<file path="config.mk">
export PLATFORM = sky130hd
export DESIGN_NAME = nibble_array_reader
export DESIGN_NICKNAME = d
export VERILOG_FILES = /design/src/rtl/nibble_array_pkg.sv /design/src/rtl/nibble_checksum_acc.sv /design/src/rtl/nibble_array_reader.sv
export SDC_FILE = /design/constraint.sdc
export NUM_CORES = 1
export LEC_CHECK = 0
export CORE_MARGIN = 5
export CORE_UTILIZATION = 51
export CTS_BUF_LIST = sky130_fd_sc_hd__clkbuf_4
export DETAILED_ROUTE_END_ITERATION = 7
export GPL_TIMING_DRIVEN = 0
export HOLD_SLACK_MARGIN = 0.12
export PLACE_DENSITY = 0.81
export SLEW_MARGIN = 30
export SYNTH_ARGS = -nofsm -noshare
export SYNTH_HDL_FRONTEND = slang
export SYNTH_SLANG_ARGS = --single-unit
</file>
<file path="constraint.sdc">
create_clock -name clk -period 8.7 [get_ports clk]
set_clock_uncertainty 0.15 [all_clocks]
set_input_delay 1.74 -clock clk [delete_from_list [all_inputs] [get_ports clk]]
set_output_delay 1.74 -clock clk [all_outputs]
set_load 0.1 [all_outputs]
</file>
<file path="src/rtl/nibble_array_pkg.sv">
// rtl/nibble_array_pkg.sv - shared geometry, reader states and element ordering for the nibble array
package nibble_array_pkg;

    localparam int D0 = 4;
    localparam int D1 = 2;
    localparam int D2 = 3;
    localparam int W  = 4;
    localparam int N  = D0 * D1 * D2;

    typedef enum logic [1:0] {
        IDLE   = 2'd0,
        LOAD   = 2'd1,
        STREAM = 2'd2,
        SUM    = 2'd3
    } rd_state_e;

    // Innermost index is stored descending so [a][b][D2-1] lands at the lowest k of its row.
    function automatic int flat_index(input int a, input int b, input int c);
        return (a * D1 + b) * D2 + (D2 - 1 - c);
    endfunction

endpackage

</file>
<file path="src/rtl/nibble_checksum_acc.sv">
// rtl/nibble_checksum_acc.sv - running XOR and zero-extended additive checksum of streamed elements
module nibble_checksum_acc #(
    parameter int W  = nibble_array_pkg::W,
    parameter int CW = 5
) (
    input  logic            clk,
    input  logic            rst,
    input  logic            clear_i,
    input  logic            acc_en_i,
    input  logic [W-1:0]    elem_i,
    output logic [W-1:0]    sum_xor_o,
    output logic [W+CW-1:0] sum_add_o
);

    logic [W-1:0]    xor_q;
    logic [W+CW-1:0] add_q;

    always_ff @(posedge clk or posedge rst) begin
        if (rst) begin
            xor_q <= '0;
            add_q <= '0;
        end else if (clear_i) begin
            xor_q <= '0;
            add_q <= '0;
        end else if (acc_en_i) begin
            xor_q <= xor_q ^ elem_i;
            add_q <= add_q + {{CW{1'b0}}, elem_i};
        end
    end

    assign sum_xor_o = xor_q;
    assign sum_add_o = add_q;

endmodule

</file>
<file path="src/rtl/nibble_array_reader.sv">
// rtl/nibble_array_reader.sv - snapshots a flattened nibble array and streams it out with a closing checksum
module nibble_array_reader #(
    parameter int D0 = nibble_array_pkg::D0,
    parameter int D1 = nibble_array_pkg::D1,
    parameter int D2 = nibble_array_pkg::D2,
    parameter int W  = nibble_array_pkg::W,
    localparam int N  = D0 * D1 * D2,
    localparam int CW = $clog2(N + 1)
) (
    input  logic            clk,
    input  logic            rst,
    input  logic            start,
    input  logic [N*W-1:0]  arr_flat,
    output logic            busy,
    output logic            o_valid,
    input  logic            o_ready,
    output logic [W-1:0]    o_data,
    output logic [CW-1:0]   o_index,
    output logic            o_last,
    output logic            sum_valid,
    output logic [W-1:0]    sum_xor,
    output logic [W+CW-1:0] sum_add
);
    import nibble_array_pkg::*;

    rd_state_e      state_q, state_d;
    logic [N*W-1:0] snap_q;
    logic [CW-1:0]  k_q, k_d;
    logic           accept;
    logic           fire;

    assign accept = (state_q == IDLE) && start;
    assign fire   = (state_q == STREAM) && o_ready;

    always_comb begin
        state_d = state_q;
        k_d     = k_q;
        case (state_q)
            IDLE: begin
                if (start) begin
                    state_d = LOAD;
                    k_d     = '0;
                end
            end
            LOAD:   state_d = STREAM;
            STREAM: begin
                if (fire) begin
                    // k parks on the last index rather than wrapping past N-1
                    if (k_q == CW'(N - 1)) state_d = SUM;
                    else                   k_d     = k_q + CW'(1);
                end
            end
            SUM:     state_d = IDLE;
            default: state_d = IDLE;
        endcase
    end

    always_ff @(posedge clk or posedge rst) begin
        if (rst) begin
            state_q <= IDLE;
            k_q     <= '0;
            snap_q  <= '0;
        end else begin
            state_q <= state_d;
            k_q     <= k_d;
            if (accept) snap_q <= arr_flat;
        end
    end

    nibble_checksum_acc #(
        .W  (W),
        .CW (CW)
    ) u_acc (
        .clk       (clk),
        .rst       (rst),
        .clear_i   (accept),
        .acc_en_i  (fire),
        .elem_i    (o_data),
        .sum_xor_o (sum_xor),
        .sum_add_o (sum_add)
    );

    assign o_data    = snap_q[k_q*W +: W];
    assign o_index   = k_q;
    assign o_valid   = (state_q == STREAM);
    assign o_last    = o_valid && (k_q == CW'(N - 1));
    assign busy      = (state_q != IDLE);
    assign sum_valid = (state_q == SUM);

endmodule

</file>
Word-level counts from Yosys, hierarchy flattened
Index checks and enable logic that the tools add are counted.

word-level totals
  bits in latches = 0
  memories = 0
  logic and storage cells = 38
  ROM bits = 0
  output and inout port bits = 26
  flip-flop bits (word level) = 116
  memory bits (writable) = 0
  input port bits = 100

operators by class
  reduce and logical (&&, ||, !) cells = 9
  bitwise gates (word level) = 1
  eq/ne operators = 8
  add/subtract/negate cells = 2
  $lt $le $gt $ge = 0
  shifts and indexed selects = 1
  multipliers = 0
  divide/modulo/power cells = 0
  muxes and demuxes = 12

operator list
  cell                                                                      number
  96-bit by 8-bit indexed part select with 4-bit output                     1
  9-bit two-way mux                                                         2
  5-bit two-way mux                                                         3
  5-bit one-hot mux with 2 select lines                                     1
  9-bit by 4-bit adder with 9-bit output                                    1
  4-bit two-way mux                                                         2
  2-bit one-hot mux with 4 select lines                                     1
  2-bit two-way mux                                                         3
  2-bit nonzero test                                                        3
  5-bit by 1-bit adder with 5-bit output (second input constant)            1
  5-bit == test (second input constant)                                     1
  2-bit == test (second input constant)                                     2
  2-bit by 1-bit inequality test with 1-bit output (second input constant)  2
  2-bit inequality test (second input constant)                             2
  4-bit AND reduction                                                       1
  4-bit XOR                                                                 1
  1-bit logical AND                                                         3
  3-bit AND reduction                                                       1
  2-bit by 1-bit == test with 1-bit output (second input constant)          1
  2-bit zero test                                                           1

Logic depth before layout (Yosys ltp)
Gate-level depths: netlist of run 1.

  depth after elaboration = 4
  mapped depth = 14
  depth with buffers taken out = 11

Modules after synthesis
Synthesis of run 1 repeated with hierarchy kept, for this count alone.

second synthesis, totals
  cell total of the unflattened synthesis = 427
  area total of the unflattened synthesis = 5619.1 µm²

by module, submodules not included
  module               area each (µm²)  instances  cells an instance  sequential area each (µm²)
  nibble_array_reader  4830.9           1          346                2577.5
  nibble_checksum_acc  788.3            1          81                 325.3

Worst setup path after synthesis of run 1
No wires, ideal clock.

  path type = reg2out
  start point = reg k_q[0], in the netlist o_index[0]
  end point = out o_data[1]
  arrival = 2.804 ns
  stages on the path, launching flop included = 6
  slack = 4.006 ns
  cell sequence = dfrtp_1 > buf_6 > buf_12 > mux4_2 > a22oi_1 > nand3_1

on the way
  word-level cells in the longest chain between the ends = 1

ends and longest elaborated chain
  what                                                   line                       text
  from (decl)                                            nibble_array_reader.sv:28  logic [CW-1:0] k_q, k_d;
  from (signal assigned)                                 nibble_array_reader.sv:65  k_q <= k_d;
  96-bit by 8-bit indexed part select with 4-bit output  nibble_array_reader.sv:83  assign o_data = snap_q[k_q*W +: W];
  to (decl)                                              nibble_array_reader.sv:17  output logic [W-1:0] o_data,

No other way between the ends.

Worst setup path after layout of run 1
Ends and elaborated chain as after synthesis.

==> metrics.csv, run 1 <==
stage,metric,value,unit
grt,antenna_found_initial,1,
floorplanning,start_util,0.518,
synth,ys_seq_area_frac,0.520,
grt,grt_busiest_layer,met2,
worst_setup_path,cp_top_family,buffers and inverters,
floorplanning,die_area,13100,µm²
synth,synthArstFlopShare,1.00,
synth,synth_edf_count,0,
synth,syn_inst,626,
synth,synth_cell_types,43,
power_and_ir_drop,p_int,1440,µW
worst_setup_path,arrival,3.42,ns
synth,netlist_area,5590,µm²
worst_setup_path,crit_type,reg2out,
clock_tree,clkSlewWorstSetupHoldPaths,0.10,ns
final_layout,nets,880,
synth,avgSynthCellArea,8.92,µm²
worst_setup_path,max_stage_delay,1.19,ns
grt,grt_max_degree,74,
power_and_ir_drop,powerDensity,368,nW/µm²
clock_tree,clockRootBuffer,clkbuf_4,
floorplanning,core,10800,µm²
worst_setup_path,crit_fanout,10,
synth,synthFlopType,dfrtp_1,
sta,setup-violations-final,0,
hold_path,hp-class,reg2reg,
detailed_routing,drc_errors,0,
synth,ys_warn_count,0,
clock_tree,cts_setup_buffers,0,
synth,yosys_register_bits,116,
final_layout,layout_commonest_cell,nand2_1,
sta,relSlewSlack,0.334,
synth,synth_largest_area_cell,dfrtp_1,
clock_tree,clkLatencyLatePin,0.53,ns
worst_setup_path,worstSetupEndpointType,output port,
clock_tree,cts.sinks,116,
power_and_ir_drop,p_clk_frac,0.151,
sta,slew_violations,0,
grt,use_met1,0.312,
clock_tree,htreeDepth,4,
power_and_ir_drop,ir_drop,0.000276,V
place,portBuffers,125,
power_and_ir_drop,switchingPower,1260,µW
detailed_routing,vias_per_cell,5.30,
synth,synth_fp_nets,735,
grt,grt.overflow.total,0,
worst_setup_path,slowest_stage,clkdlybuf4s50_1,
grt,grt_usage,0.234,
final_layout,num-fill-cells,868,
final_layout,drive_gt1_frac,0.0676,
sta,fin_crit_sh,0.610,
clock_tree,clock_path_buffers,2,
final_layout,final_cell_mix,"nand2_1 (317), clkdlybuf4s50_1 (125), dfrtp_1 (116)",
power_and_ir_drop,leakage,0.00354,µW
sta,rsz0062_at_grt,false,
floorplanning,rows,38,
sta,finalSetupTns,0,ns
sta,tightest_slew,0.996,ns
detailed_routing,wl,14600,µm
status,status,finished clean,
worst_setup_path,cp.required,6.81,ns
grt,grt_use_met2,0.373,
grt,grt_pass1_vias,4886,
power_and_ir_drop,swShare,0.466,
detailed_routing,dr.pass1.iters,6,
detailed_routing,num_vias,4903,
worst_setup_path,cpMostUsedCell,buf_6,
power_and_ir_drop,pwr-share-comb,0.509,
detailed_routing,first_iter_violations,378,
clock_tree,cts_tree,built,
worst_setup_path,path_buf_inv,4,
floorplanning,io_pins,126,
synth,yosys.area.top_type_share,0.520,
final_layout,area_growth_syn_to_layout,31.5,%
sta,finalHoldViolCount,0,
place,place_congestion,0.841,
sta,holdWs,0.333,ns
synth,yosys-top-cells-area,"dfrtp_1 (52%), nand2_1 (21%), mux2i_1 (6.5%)",
power_and_ir_drop,seqPwrFrac,0.340,
floorplanning,die_w,115,µm
floorplanning,die_h,115,µm
sta,fin_crit,5.31,ns
sta,fmax,188,MHz
clock_tree,cts_resized,0,
detailed_routing,ant_nets,0,
worst_setup_path,startpoint_type,register,
clock_tree,numCtsBuffers,17,
place,dp_hpwl,11100,µm
flow_run,max-cap-violations,0,
detailed_routing,wire_per_inst,15.8,µm
grt,grt_pass1_wl,23800,µm
clock_tree,ctsHoldBuffers,0,
worst_setup_path,path_cells,buf_6 > buf_12 > buf_6 > mux2i_1 > a22oi_1 > nand4_1 > nand3_1 > clkdlybuf4s50_1,
grt,gr-usage-met3,0.0481,
[cell families after synthesis]
kind of cell	share of synthesized area
adders and majority gates	0.0215
buffers and inverters	0.0363
muxes	0.100
DFF	0.520
AOI/OAI and AO/OA	0.0522
and+or+nand+nor	0.261
xor gates and xnor gates	0.00941
[worst paths after layout]
kind | from | to | slack [ns] | cells past startpoint
max | o_index[0]$_DFFE_PP0P_ | o_data[1] | 3.39 | 8
min | snap_q[76]$_DFFE_PP0P_ | snap_q[76]$_DFFE_PP0P_ | 0.33 | 2
max reg2reg | o_index[1]$_DFFE_PP0P_ | u_acc.sum_add_o[8]$_DFFE_PP0P_ | 5.18 | 12
min reg2reg | snap_q[76]$_DFFE_PP0P_ | snap_q[76]$_DFFE_PP0P_ | 0.33 | 2
max in group asynchronous | rst | snap_q[8]$_DFFE_PP0P_ | 6.27 | 3
min in group asynchronous | rst | state_q[0]$_DFFE_PP0P_ | 1.45 | 2
[area by class of cell]
| cell class | count | area, µm² | area share |
|---|---|---|---|
| sequential | 116 | 2900 | 0.395 |
| multi-input combinational | 469 | 2480 | 0.338 |
| timing repair buffer | 126 | 1280 | 0.174 |
| buffer | 35 | 180 | 0.0245 |
| tap | 140 | 175 | 0.0239 |
| clock inverter | 14 | 161 | 0.0220 |
| clock buffer | 18 | 135 | 0.0184 |
| inverter | 6 | 27.5 | 0.00375 |
| antenna | 1 | 2.50 | 0.000341 |
[power by group through the flow]
stage | clock [µW] | combinational (µW) | sequential (µW)
final | 407 | 1370 | 919
after global routing | 443 | 1480 | 946
after CTS | 413 | 1370 | 916
after detailed placement | 0 | 1370 | 928
after global placement | 0 | 1320 | 908
after floorplan | 0 | 877 | 1030
[state kept, by name (all words and copies together) (netlist names)]
register	flops
u_acc.sum_add_o	9
state_q	2
o_index	5
u_acc.sum_xor_o	4
snap_q	96
[metrics by stage]
stage	cells	total power, µW	utilization	worst slack [ns]	area [µm²]
6_report	925	2700	0.680	3.39	7340
5_1_grt	925	2870	0.680	3.27	7340
4_1_cts	924	2700	0.680	3.43	7340
3_5_place_dp	892	2290	0.653	4.00	7040
3_3_place_gp	891	2230	0.650	2.29	7010
2_1_floorplan	626	1910	-	3.74	5590
[Yosys cell counts (all sizes together), types with 5 or more instances]
library cell    n
nand2b          6
buf             9
nand2         317
a21oi          13
a22oi          12
nor2           11
inv             6
ha              8
mux4            8
clkbuf         26
nand3           9
mux2i          36
xnor2           5
dfrtp         116
o21ai           5
[tightest hold or removal path, stage by stage, from the launching register on]
cell	delay, ns
dfrtp_1	0.35
nand2_1	0.05
nand2_1	0.05
[metal layers]
metal	vias up	wire length, µm	share of wire
met5	-	0	0
met4	0	302	0.021
met3	34	1020	0.070
met2	214	7280	0.50
met1	2330	6040	0.41
li1	2325	-	-
Power figures use the tool's default switching activity.
==> inputs of run 2 (changes only) <==
CORE_UTILIZATION = 47   (was 51)
PLACE_DENSITY = 0.78   (was 0.81)
clock period = 4.66 ns   (was 8.7 ns; I/O delays follow)
==> run 2 against run 1 <==
- clock power grew 86%
- first-iteration DRC count rose by 8.5%
- combinational power up 88%
- critical path depth unchanged
- global-route usage shrank 1.9 points
- non-clock buffer count is the same
- power up 86%
- sequential share of layout area barely moved
- wire length fell by 0.10%
- setup slack worse by 3.2 ns
- critical endpoint is now o_data[3]
- largest cell class unchanged
==> metrics.csv, run 2 (synthesized netlist as in run 1, its figures left out) <==
stage,metric,value,unit,change
sta,fin_crit_sh,0.961,,
hold_path,holdPathEnd,snap_q[77]$_DFFE_PP0P_,,was snap_q[76]$_DFFE_PP0P_
place,place_congestion,0.810,,was 0.841
sta,holdWs,0.329,ns,was 0.333 ns
floorplanning,die_w,119,µm,was 115 µm
detailed_routing,ant_nets,0,,unchanged
worst_setup_path,crit_fanout,10,,unchanged
power_and_ir_drop,powerDensity,684,nW/µm²,was 368 nW/µm²
clock_tree,cts_resized,0,,unchanged
sta,rsz0062_at_grt,false,,unchanged
worst_setup_path,arrival,3.40,ns,was 3.42 ns
place,portBuffers,125,,unchanged
worst_setup_path,r2r_end,u_acc.sum_add_o[6]$_DFFE_PP0P_,,was u_acc.sum_add_o[8]$_DFFE_PP0P_
clock_tree,clock_path_buffers,2,,unchanged
grt,grt_usage,0.215,,was 0.234
clock_tree,cts.sinks,116,,unchanged
detailed_routing,num_vias,4813,,was 4903
floorplanning,rows,39,,was 38
final_layout,nets,880,,unchanged
status,status,finished clean,,unchanged
sta,finalHoldViolCount,0,,unchanged
sta,fin_crit,4.48,ns,
power_and_ir_drop,ir_drop,0.000322,V,was 0.000276 V
final_layout,top_register,snap_q,,unchanged
clock_tree,numCtsBuffers,17,,unchanged
final_layout,layout_commonest_cell,nand2_1,,unchanged
grt,antenna_found_initial,1,,unchanged
sta,fmax,223,MHz,
clock_tree,cts_tree,built,,unchanged
clock_tree,clkLatencyLatePin,0.53,ns,about the same
detailed_routing,drc_errors,0,,unchanged
hold_path,hold_start,snap_q[77]$_DFFE_PP0P_,,was snap_q[76]$_DFFE_PP0P_
clock_tree,cts_setup_buffers,0,,unchanged
detailed_routing,wl,14600,µm,about the same
worst_setup_path,crit_type,reg2out,,unchanged
final_layout,largest_reg_flops,96,,unchanged
final_layout,area_growth_syn_to_layout,31.6,%,was 31.5%
detailed_routing,first_iter_violations,410,,was 378
floorplanning,core,11500,µm²,was 10800 µm²
grt,grt_max_degree,70,,was 74
worst_setup_path,r2r_setup_slack,1.22,ns,was 5.18 ns
final_layout,final_util,0.638,,was 0.680
sta,slew_violations,0,,unchanged
final_layout,final_cell_mix,"nand2_1 (317), clkdlybuf4s50_1 (125), dfrtp_1 (116)",,unchanged
floorplanning,die_h,119,µm,was 115 µm
hold_path,hold_depth,2,,unchanged
worst_setup_path,worstSetupEndpointType,output port,,unchanged
worst_setup_path,r2r-start,o_index[1]$_DFFE_PP0P_,,unchanged
worst_setup_path,cp.required,3.58,ns,was 6.81 ns
floorplanning,io_pins,126,,unchanged
grt,grt_pass1_vias,4993,,was 4886
grt,grt.overflow.total,0,,unchanged
floorplanning,start_util,0.485,,was 0.518
clock_tree,clkSlewWorstSetupHoldPaths,0.11,ns,was 0.10 ns
floorplanning,die_area,14200,µm²,was 13100 µm²
detailed_routing,vias_per_cell,5.19,,was 5.30
clock_tree,htreeDepth,4,,unchanged
sta,relSlewSlack,0.322,,was 0.334
detailed_routing,dr.pass1.iters,5,,was 6
final_layout,num-fill-cells,995,,was 868
power_and_ir_drop,leakage,0.00353,µW,was 0.00354 µW
final_layout,drive_gt1_frac,0.0663,,was 0.0676
place,dp_hpwl,11000,µm,was 11100 µm
sta,setup-violations-final,0,,unchanged
sta,tightest_slew,1.01,ns,was 0.996 ns
flow_run,max-cap-violations,0,,unchanged
clock_tree,ctsHoldBuffers,0,,unchanged
detailed_routing,wire_per_inst,15.8,µm,about the same
grt,grt_pass1_wl,24500,µm,was 23800 µm
power_and_ir_drop,p_total,5030,µW,was 2700 µW
worst_setup_path,reg2reg_depth,12,,unchanged
clock_tree,clockRootBuffer,clkbuf_4,,unchanged
hold_path,hp-class,reg2reg,,unchanged
worst_setup_path,startpoint_type,register,,unchanged
## run 2: metal layers
metal	up-vias	share of wire	global-route usage
met4	0	0.015	0.0659
met1	2305	0.42	0.275
met3	18	0.072	0.0607
met5	-	0	0
met2	165	0.49	0.357
li1	2325	-	-
## run 2: final cells by class
cell class	instances	area, µm²	share of cell area
Tap cell	143	179	0.0243
Buffer	35	180	0.0245
Timing Repair Buffer	126	1280	0.174
Inverter	6	30.0	0.00409
Antenna cell	1	2.50	0.000340
Multi-Input combinational cell	469	2480	0.338
Clock buffer	17	128	0.0174
Sequential cell	116	2900	0.395
Clock inverter	15	165	0.0225
## run 2: critical path, cell delays in order, from the launching register on
cell and delay (ns):
dfrtp_1 0.44, buf_6 0.19, buf_12 0.15, buf_6 0.19
mux2i_1 0.12, a22oi_1 0.20, nand4_1 0.22, nand3_1 0.19
clkdlybuf4s50_1 1.16
## run 2: report_power, final
group	total (µW)	switching (µW)	internal, µW	leakage (µW)
sequential	1710	258	1450	0.00146
combinational	2570	1690	871	0.00193
clock	758	394	363	0.000138
total	5030	2350	2680	0.00353
## run 2: per-stage QoR
stage                     setup WS (ns)  area, µm²  TNS [ns]  std cells
after CTS                         0.140       7350         0        927
after global routing             0.0190       7350         0        928
after global placement           -0.954       7020   -110.11        894
after detailed placement          0.737       7060         0        895
after floorplan                   0.118       5590         0        626
final                             0.183       7350         0        928
## run 2: how the worst max path moves through the flow
stage	slack, ns	startpoint	depth (start not counted)	endpoint
2_1_floorplan	0.12	o_index[0]$_DFFE_PP0P_	11	u_acc.sum_add_o[8]$_DFFE_PP0P_
3_3_place_gp	-0.95	rst	2	snap_q[95]$_DFFE_PP0P_
3_5_place_dp	0.74	o_index[0]$_DFFE_PP0P_	8	o_data[1]
4_1_cts	0.14	o_index[0]$_DFFE_PP0P_	8	o_data[1]
5_1_grt	0.02	o_index[0]$_DFFE_PP0P_	8	o_data[1]
6_report	0.18	o_index[0]$_DFFE_PP0P_	8	o_data[3]
